==> src/rtl/execute_out_wb_pkg.sv <==
// Shared types, writeback-source encodings, opcode constants and NZP helper
// for the execute_out writeback responder.
package execute_out_wb_pkg;

  typedef enum logic [1:0] {
    IDLE     = 2'd0,
    WAIT_MEM = 2'd1,
    WRITE    = 2'd2
  } wb_state_e;

  localparam logic [1:0] WB_ALU = 2'd0;
  localparam logic [1:0] WB_PC  = 2'd1;
  localparam logic [1:0] WB_MEM = 2'd2;

  localparam logic [3:0] OP_ADD = 4'b0001;
  localparam logic [3:0] OP_AND = 4'b0101;
  localparam logic [3:0] OP_NOT = 4'b1001;
  localparam logic [3:0] OP_LD  = 4'b0010;
  localparam logic [3:0] OP_LDR = 4'b0110;
  localparam logic [3:0] OP_LDI = 4'b1010;
  localparam logic [3:0] OP_LEA = 4'b1110;

  function automatic logic is_wb_op(input logic [3:0] op);
    return op inside {OP_ADD, OP_AND, OP_NOT, OP_LD, OP_LDR, OP_LDI, OP_LEA};
  endfunction

  // {N,Z,P}: exactly one bit set for any value.
  function automatic logic [2:0] calc_nzp(input logic signed [15:0] value);
    logic n;
    logic z;
    n = (value < 0);
    z = (value == '0);
    return {n, z, !n && !z};
  endfunction

endpackage

==> src/rtl/lc3_regfile.sv <==
// LC-3 register file: one write port, two combinational read ports.
// Define WB_BYPASS_EN to forward same-cycle write data to the read ports.
module lc3_regfile
  import execute_out_wb_pkg::*;
#(
  parameter int DATA_W   = 16,
  parameter int NUM_REGS = 8,
  parameter int ADDR_W   = $clog2(NUM_REGS)
) (
  input  logic                     clk_i,
  input  logic                     rst_i,
  input  logic                     we_i,
  input  logic        [ADDR_W-1:0] waddr_i,
  input  logic signed [DATA_W-1:0] wdata_i,
  input  logic        [ADDR_W-1:0] raddr1_i,
  input  logic        [ADDR_W-1:0] raddr2_i,
  output logic signed [DATA_W-1:0] rdata1_o,
  output logic signed [DATA_W-1:0] rdata2_o
);

  logic signed [DATA_W-1:0] regs_q [NUM_REGS];

  always_ff @(posedge clk_i) begin
    if (rst_i) begin
      for (int i = 0; i < NUM_REGS; i++) begin
        regs_q[i] <= '0;
      end
    end else if (we_i) begin
      regs_q[waddr_i] <= wdata_i;
    end
  end

`ifdef WB_BYPASS_EN
  assign rdata1_o = (we_i && (waddr_i == raddr1_i)) ? wdata_i : regs_q[raddr1_i];
  assign rdata2_o = (we_i && (waddr_i == raddr2_i)) ? wdata_i : regs_q[raddr2_i];
`else
  assign rdata1_o = regs_q[raddr1_i];
  assign rdata2_o = regs_q[raddr2_i];
`endif

endmodule

==> src/rtl/execute_out_wb_responder.sv <==
// Retires execute_out transactions into the LC-3 register file and PSR,
// waiting for load data when needed. Optional macro: WB_BYPASS_EN (read forwarding).
module execute_out_wb_responder
  import execute_out_wb_pkg::*;
#(
  parameter int DATA_W      = 16,
  parameter int NUM_REGS    = 8,
  parameter int MEM_TIMEOUT = 16
) (
  input  logic                     clock,
  input  logic                     reset,
  input  logic                     en_ex,
  input  logic                     en_writeback,
  input  logic        [1:0]        W_Control_out,
  input  logic                     Mem_Control_out,
  input  logic signed [DATA_W-1:0] aluout,
  input  logic signed [DATA_W-1:0] pcout,
  input  logic        [2:0]        dr,
  input  logic        [2:0]        sr1,
  input  logic        [2:0]        sr2,
  input  logic        [15:0]       IR_Exec,
  input  logic        [2:0]        NZP,
  input  logic        [DATA_W-1:0] M_data,
  input  logic signed [DATA_W-1:0] memout,
  input  logic                     mem_rdy,
  output logic signed [DATA_W-1:0] VSR1,
  output logic signed [DATA_W-1:0] VSR2,
  output logic        [2:0]        psr,
  output logic                     wb_busy,
  output logic                     mem_mode,
  output logic                     wb_done,
  output logic                     protocol_err
);

  localparam int CNT_W = (MEM_TIMEOUT > 1) ? $clog2(MEM_TIMEOUT) : 1;

  wb_state_e                state_q, state_d;
  logic        [CNT_W-1:0]  cnt_q, cnt_d;
  logic        [2:0]        psr_q, psr_d;
  logic                     done_q, done_d;
  logic                     perr_q, perr_d;
  logic                     mem_mode_q;

  logic        [1:0]        wctl_q;
  logic        [2:0]        dr_q;
  logic        [3:0]        op_q;
  logic        [2:0]        nzp_q;
  logic signed [DATA_W-1:0] alu_q, pc_q, mem_q;

  logic                     capture;
  logic                     timeout;
  logic                     wr_en;
  logic signed [DATA_W-1:0] wr_val;
  logic                     unused_bits;

  assign capture = en_ex && en_writeback && (state_q != WAIT_MEM);
  assign timeout = (MEM_TIMEOUT != 0) && (cnt_q == CNT_W'(MEM_TIMEOUT - 1)) && !mem_rdy;

  always_comb begin
    state_d = state_q;
    cnt_d   = cnt_q;
    psr_d   = psr_q;
    done_d  = 1'b0;
    perr_d  = 1'b0;
    wr_en   = 1'b0;
    wr_val  = alu_q;
    unique case (state_q)
      WAIT_MEM: begin
        // A new transaction while a load is outstanding is dropped, not queued.
        if (en_ex && en_writeback) perr_d = 1'b1;
        if (mem_rdy) begin
          state_d = WRITE;
        end else if (timeout) begin
          state_d = IDLE;
          perr_d  = 1'b1;
        end else begin
          cnt_d = cnt_q + CNT_W'(1);
        end
      end
      WRITE: begin
        done_d  = 1'b1;
        state_d = IDLE;
        unique case (wctl_q)
          WB_PC:   wr_val = pc_q;
          WB_MEM:  wr_val = mem_q;
          default: wr_val = alu_q;
        endcase
        if (is_wb_op(op_q)) begin
          if (wctl_q == 2'd3) begin
            perr_d = 1'b1;
          end else begin
            wr_en = 1'b1;
            psr_d = calc_nzp(wr_val);
          end
        end
      end
      default: state_d = IDLE;
    endcase
    // A same-cycle capture overrides the default return to IDLE.
    if (capture) begin
      cnt_d   = '0;
      state_d = ((W_Control_out == WB_MEM) && is_wb_op(IR_Exec[15:12])) ? WAIT_MEM : WRITE;
    end
  end

  // ---- control registers ----
  always_ff @(posedge clock) begin
    if (reset) begin
      state_q    <= IDLE;
      cnt_q      <= '0;
      psr_q      <= 3'b010;
      done_q     <= 1'b0;
      perr_q     <= 1'b0;
      mem_mode_q <= 1'b0;
    end else begin
      state_q <= state_d;
      cnt_q   <= cnt_d;
      psr_q   <= psr_d;
      done_q  <= done_d;
      perr_q  <= perr_d;
      if (capture) mem_mode_q <= Mem_Control_out;
    end
  end

  // ---- captured transaction data ----
  always_ff @(posedge clock) begin
    if (capture) begin
      wctl_q <= W_Control_out;
      dr_q   <= dr;
      op_q   <= IR_Exec[15:12];
      nzp_q  <= NZP;
      alu_q  <= aluout;
      pc_q   <= pcout;
    end
    if ((state_q == WAIT_MEM) && mem_rdy) mem_q <= memout;
  end

  lc3_regfile #(
    .DATA_W   (DATA_W),
    .NUM_REGS (NUM_REGS)
  ) u_regfile (
    .clk_i    (clock),
    .rst_i    (reset),
    .we_i     (wr_en),
    .waddr_i  (dr_q),
    .wdata_i  (wr_val),
    .raddr1_i (sr1),
    .raddr2_i (sr2),
    .rdata1_o (VSR1),
    .rdata2_o (VSR2)
  );

  assign psr          = psr_q;
  assign wb_busy      = (state_q == WAIT_MEM);
  assign mem_mode     = mem_mode_q;
  assign wb_done      = done_q;
  assign protocol_err = perr_q;

  // Store data, the branch field and the low IR bits are not used by writeback.
  assign unused_bits = ^{M_data, nzp_q, IR_Exec[11:0]};

endmodule

==> config.mk <==
export PLATFORM = sky130hd
export DESIGN_NAME = execute_out_wb_responder
export DESIGN_NICKNAME = d
export VERILOG_FILES = /design/src/rtl/execute_out_wb_pkg.sv /design/src/rtl/lc3_regfile.sv /design/src/rtl/execute_out_wb_responder.sv
export SDC_FILE = /design/constraint.sdc
export NUM_CORES = 1
export LEC_CHECK = 0
export CAP_MARGIN = 20
export CORE_MARGIN = 2
export CORE_UTILIZATION = 25
export DETAILED_ROUTE_END_ITERATION = 7
export PLACE_DENSITY_LB_ADDON = 0.05
export SLEW_MARGIN = 20
export SYNTH_ARGS = -nofsm -noshare
export SYNTH_HDL_FRONTEND = slang
export SYNTH_SLANG_ARGS = --single-unit
==> constraint.sdc <==
create_clock -name clock -period 2.67 [get_ports clock]
set_input_delay 0.534 -clock clock [delete_from_list [all_inputs] [get_ports clock]]
set_output_delay 0.534 -clock clock [all_outputs]
set_load 0.02 [all_outputs]
==> results_dict.tcl, run 1 <==
set metrics [dict create \
    critPathMaxFanout 16 \
    synthFlopType "edfxtp_1" \
    fin_nets 854 \
    cts_htree_levels 4 \
    num_rows 70 \
    cts_tree "built" \
    clock_path_buffers 2 \
    power.leakage_nw 4.18 \
    cellPowerDensity_mw_per_mm2 584 \
    ys.warnings.count 0 \
    syn_area_mm2 0.00936 \
    route.detailed.drc 0 \
    clk_latency_ns 0.44 \
    worstReg2RegEnd "psr[0]" \
    synth-edff-count 185 \
    die_area_mm2 0.0390 \
    crit_required_ns 2.14 \
    cts_setup_buffers 0 \
    start_kind "primary input" \
    syn_nets 716 \
    finalCritPeriodShare_pct 98.4 \
    max-cap-violations 0 \
    slew_viol_final 0 \
    run_status "completed" \
    antenna_cells 0 \
    clock-root-buffer "clkbuf_16" \
    num_vias 5667 \
    crit_arrival_ns 2.09 \
    hpwl_mm 17.5 \
    place_congestion 0.696 \
    period_needed_ns 2.63 \
    relSlewSlack_pct 46.8 \
    crit_type "in2out" \
    layout_setup_ws_ns 0.0420 \
    min_path_type "reg2reg" \
    numCtsBuffers 17 \
    ant_nets 0 \
    die_h_um 197 \
    rsz0062_at_grt "no" \
    post_drt_wl_per_cell_um 22.4 \
    ios 139 \
    dieWidth_um 197 \
    hold_start "state_q[1]" \
    synth_cell_types 45 \
    r2r-start "wctl_q[0]" \
    yosysTopAreaCell "edfxtp_1" \
    clk_pin_slew_ns 0.07 \
    skew_ns 0.0131 \
    synth_top_area_share_pct 59.4 \
    reg2reg_slack_ns 0.27 \
    ys_seq_elements 197 \
    grt_usage_pct 14.5 \
    dp_slack_ns -0.442 \
    timing_worst_slew_pin_value_ns 0.798 \
    max_freq_mhz 381 \
    drt-initial-drc-count 386 \
    io_buffers 107 \
    postSynthCellCount 610 \
    grt_pass1_vias 6228 \
    yosysSeqAreaShare_pct 61.9 \
    cts_sinks 197 \
    start_util_pct 25.5 \
    grt_pass1_wl_mm 40.2 \
    setup_viol 0 \
    antenna_found_initial 0 \
    grt.overflow.total 0 \
    irDropWorstVdd_mv 0.381 \
    hold_depth 2 \
    core_area_mm2 0.0367 \
    areaGrowthSynthToFinish_pct 27.6 \
    drtPass1Iterations 4 \
    fin_tns_setup_ns 0 \
    avgSynthCellArea_um2 15.3 \
    synth_area_leaders "edfxtp_1, mux4_2, nor2_1" \
    total_power_mw 6.98 \
    hold_end "state_q[1]" \
    synthArstFlopShare_pct 0 \
    grt_max_degree 36 \
    via_per_inst 4.61 \
    drive_gt1_share_pct 26.8 \
    r2r_cells 8 \
    drt-total-wl_mm 27.6 \
    timing.final.hold_violations 0 \
    endpoint_kind "output pin" \
]
sequential cells by signal, indices dropped and copies added (netlist names):
name / cells
state_q: 2
cnt_q: 4
u_regfile.regs_q: 128
wb_done: 1
mem_mode: 1
op_q: 4
mem_q: 16
dr_q: 3
alu_q: 16
protocol_err: 1
psr: 3
wctl_q: 2
pc_q: 16
cell type report:
type | instances | area, µm²
flip-flops and latches | 197 | 5800
clock inverters | 14 | 143
clock buffers | 18 | 429
repair buffers | 158 | 1660
fillers | 3570 | 24800
inverters | 7 | 26.3
multi-input cells | 367 | 3300
well taps | 468 | 586
kinds of logic after synthesis:
group                      after synthesis  share of synthesized area [%]
xor gates and xnor gates                 3                          0.281
muxes                                  108                           20.5
adders and majority gates                6                          0.802
and+or+nand+nor                        204                           9.97
AOI/OAI and AO/OA                       46                           3.70
buffers and inverters                   46                           2.77
DFF                                    197                           61.9
Yosys cell counts (2+ instances only):
cell type	instances
nor3_1	9
edfxtp_1	185
o21ai_1	4
buf_4	7
a221oi_1	2
mux2_2	32
mux4_2	64
nand4_1	2
nor2b_1	8
o22ai_1	4
nand3_4	2
buf_1	6
ha_1	6
clkbuf_1	8
mux2i_1	12
nor4_1	3
nand3_1	2
nand3_2	2
inv_1	7
a221oi_2	6
xor2_1	2
nand4_2	2
dfxtp_1	12
o21ai_0	7
a21oi_1	9
a22oi_1	8
nand2_1	23
buf_2	12
nor2_1	139
buf_6	6
nand2_4	2
a21oi_2	4
worst max-delay path by stage:
stage | startpoint | endpoint | slack (ns) | cells after the start
after floorplan | state_q[1] | mem_mode | 0.39 | 6
after global placement | sr1[1] | VSR1[2] | -0.42 | 5
after detailed placement | sr1[1] | VSR1[2] | -0.44 | 5
after CTS | sr1[0] | VSR1[2] | 0.02 | 5
after global routing | sr1[1] | VSR1[1] | 0.001 | 5
final | sr2[0] | VSR2[2] | 0.04 | 5
cell usage in the layout (no fill, tap or decap), types with 2 or more instances in the layout:
cell type        Yosys  routed
a21oi_1              9       9
a21oi_2              4       4
a221oi_1             2       2
a221oi_2             6       6
a22oi_1              8       8
buf_12               0      13
buf_4                7      35
bufbuf_16            0       2
clkbuf_16            0      19
clkdlybuf4s15_2      0       2
clkdlybuf4s50_1      0      71
clkinv_2             0       3
clkinv_4             0       3
dfxtp_1             12      12
dlygate4sd2_1        0      32
edfxtp_1           185     185
ha_1                 6       6
inv_1                7       6
inv_6                0       5
mux2_2              32      32
mux2i_1             12      12
mux4_2              64      64
nand2_1             23      23
nand2_4              2       2
nand3_1              2       2
nand3_2              2       2
nand3_4              2       2
nand4_1              2       2
nand4_2              2       2
nor2_1             139     139
nor2b_1              8       8
nor3_1               9       9
nor4_1               3       3
o21ai_0              7       7
o21ai_1              4       4
o22ai_1              4       4
xor2_1               2       2
report_power, final:
| group | leakage [nW] | internal, mW | switching, mW |
|---|---|---|---|
| registers | 1.92 | 3.48 | 0.0526 |
| logic | 1.98 | 0.453 | 0.462 |
| clock network | 0.284 | 1.32 | 1.21 |
critical path, stage by stage:
cell	delay (ns)
buf_2	0.15
buf_12	0.20
mux4_2	0.53
mux2_2	0.32
dlygate4sd2_1	0.34
per-layer routing:
metal	global-route usage, %	share of wire [%]	up-vias
met5	0	0	-
met4	3.56	1.1	0
met3	2.48	4.6	18
met2	25.3	51	128
met1	18.6	43	2895
li1	-	-	2626
per-stage QoR:
step,utilization (%),hold WS (ns),cell area [µm²],instances
floorplan,-,0.449,9360,610
global placement,30.8,0.462,11300,1193
detailed placement,30.8,0.488,11300,1193
CTS,32.4,0.499,11900,1227
global route,32.5,0.531,11900,1229
finish,32.5,0.494,11900,1229
what timing repair did:
item,in CTS,in global routing
hold buffers,0,0
gates resized for setup,38,2
cloned,2,2
setup endpoints to repair,32,1
(Power assumes the default switching activity.)
==> run 2: changes to the inputs <==
--- a/config.mk
+++ b/config.mk
@@ -10,7 +10,8 @@
 export CORE_UTILIZATION = 25
 export DETAILED_ROUTE_END_ITERATION = 7
 export PLACE_DENSITY_LB_ADDON = 0.05
-export SLEW_MARGIN = 20
+export SLEW_MARGIN = 0
 export SYNTH_ARGS = -nofsm -noshare
 export SYNTH_HDL_FRONTEND = slang
 export SYNTH_SLANG_ARGS = --single-unit
+export TNS_END_PERCENT = 20
==> results of run 2 <==
Final layout, timing and power as in run 1 (identical DEF).
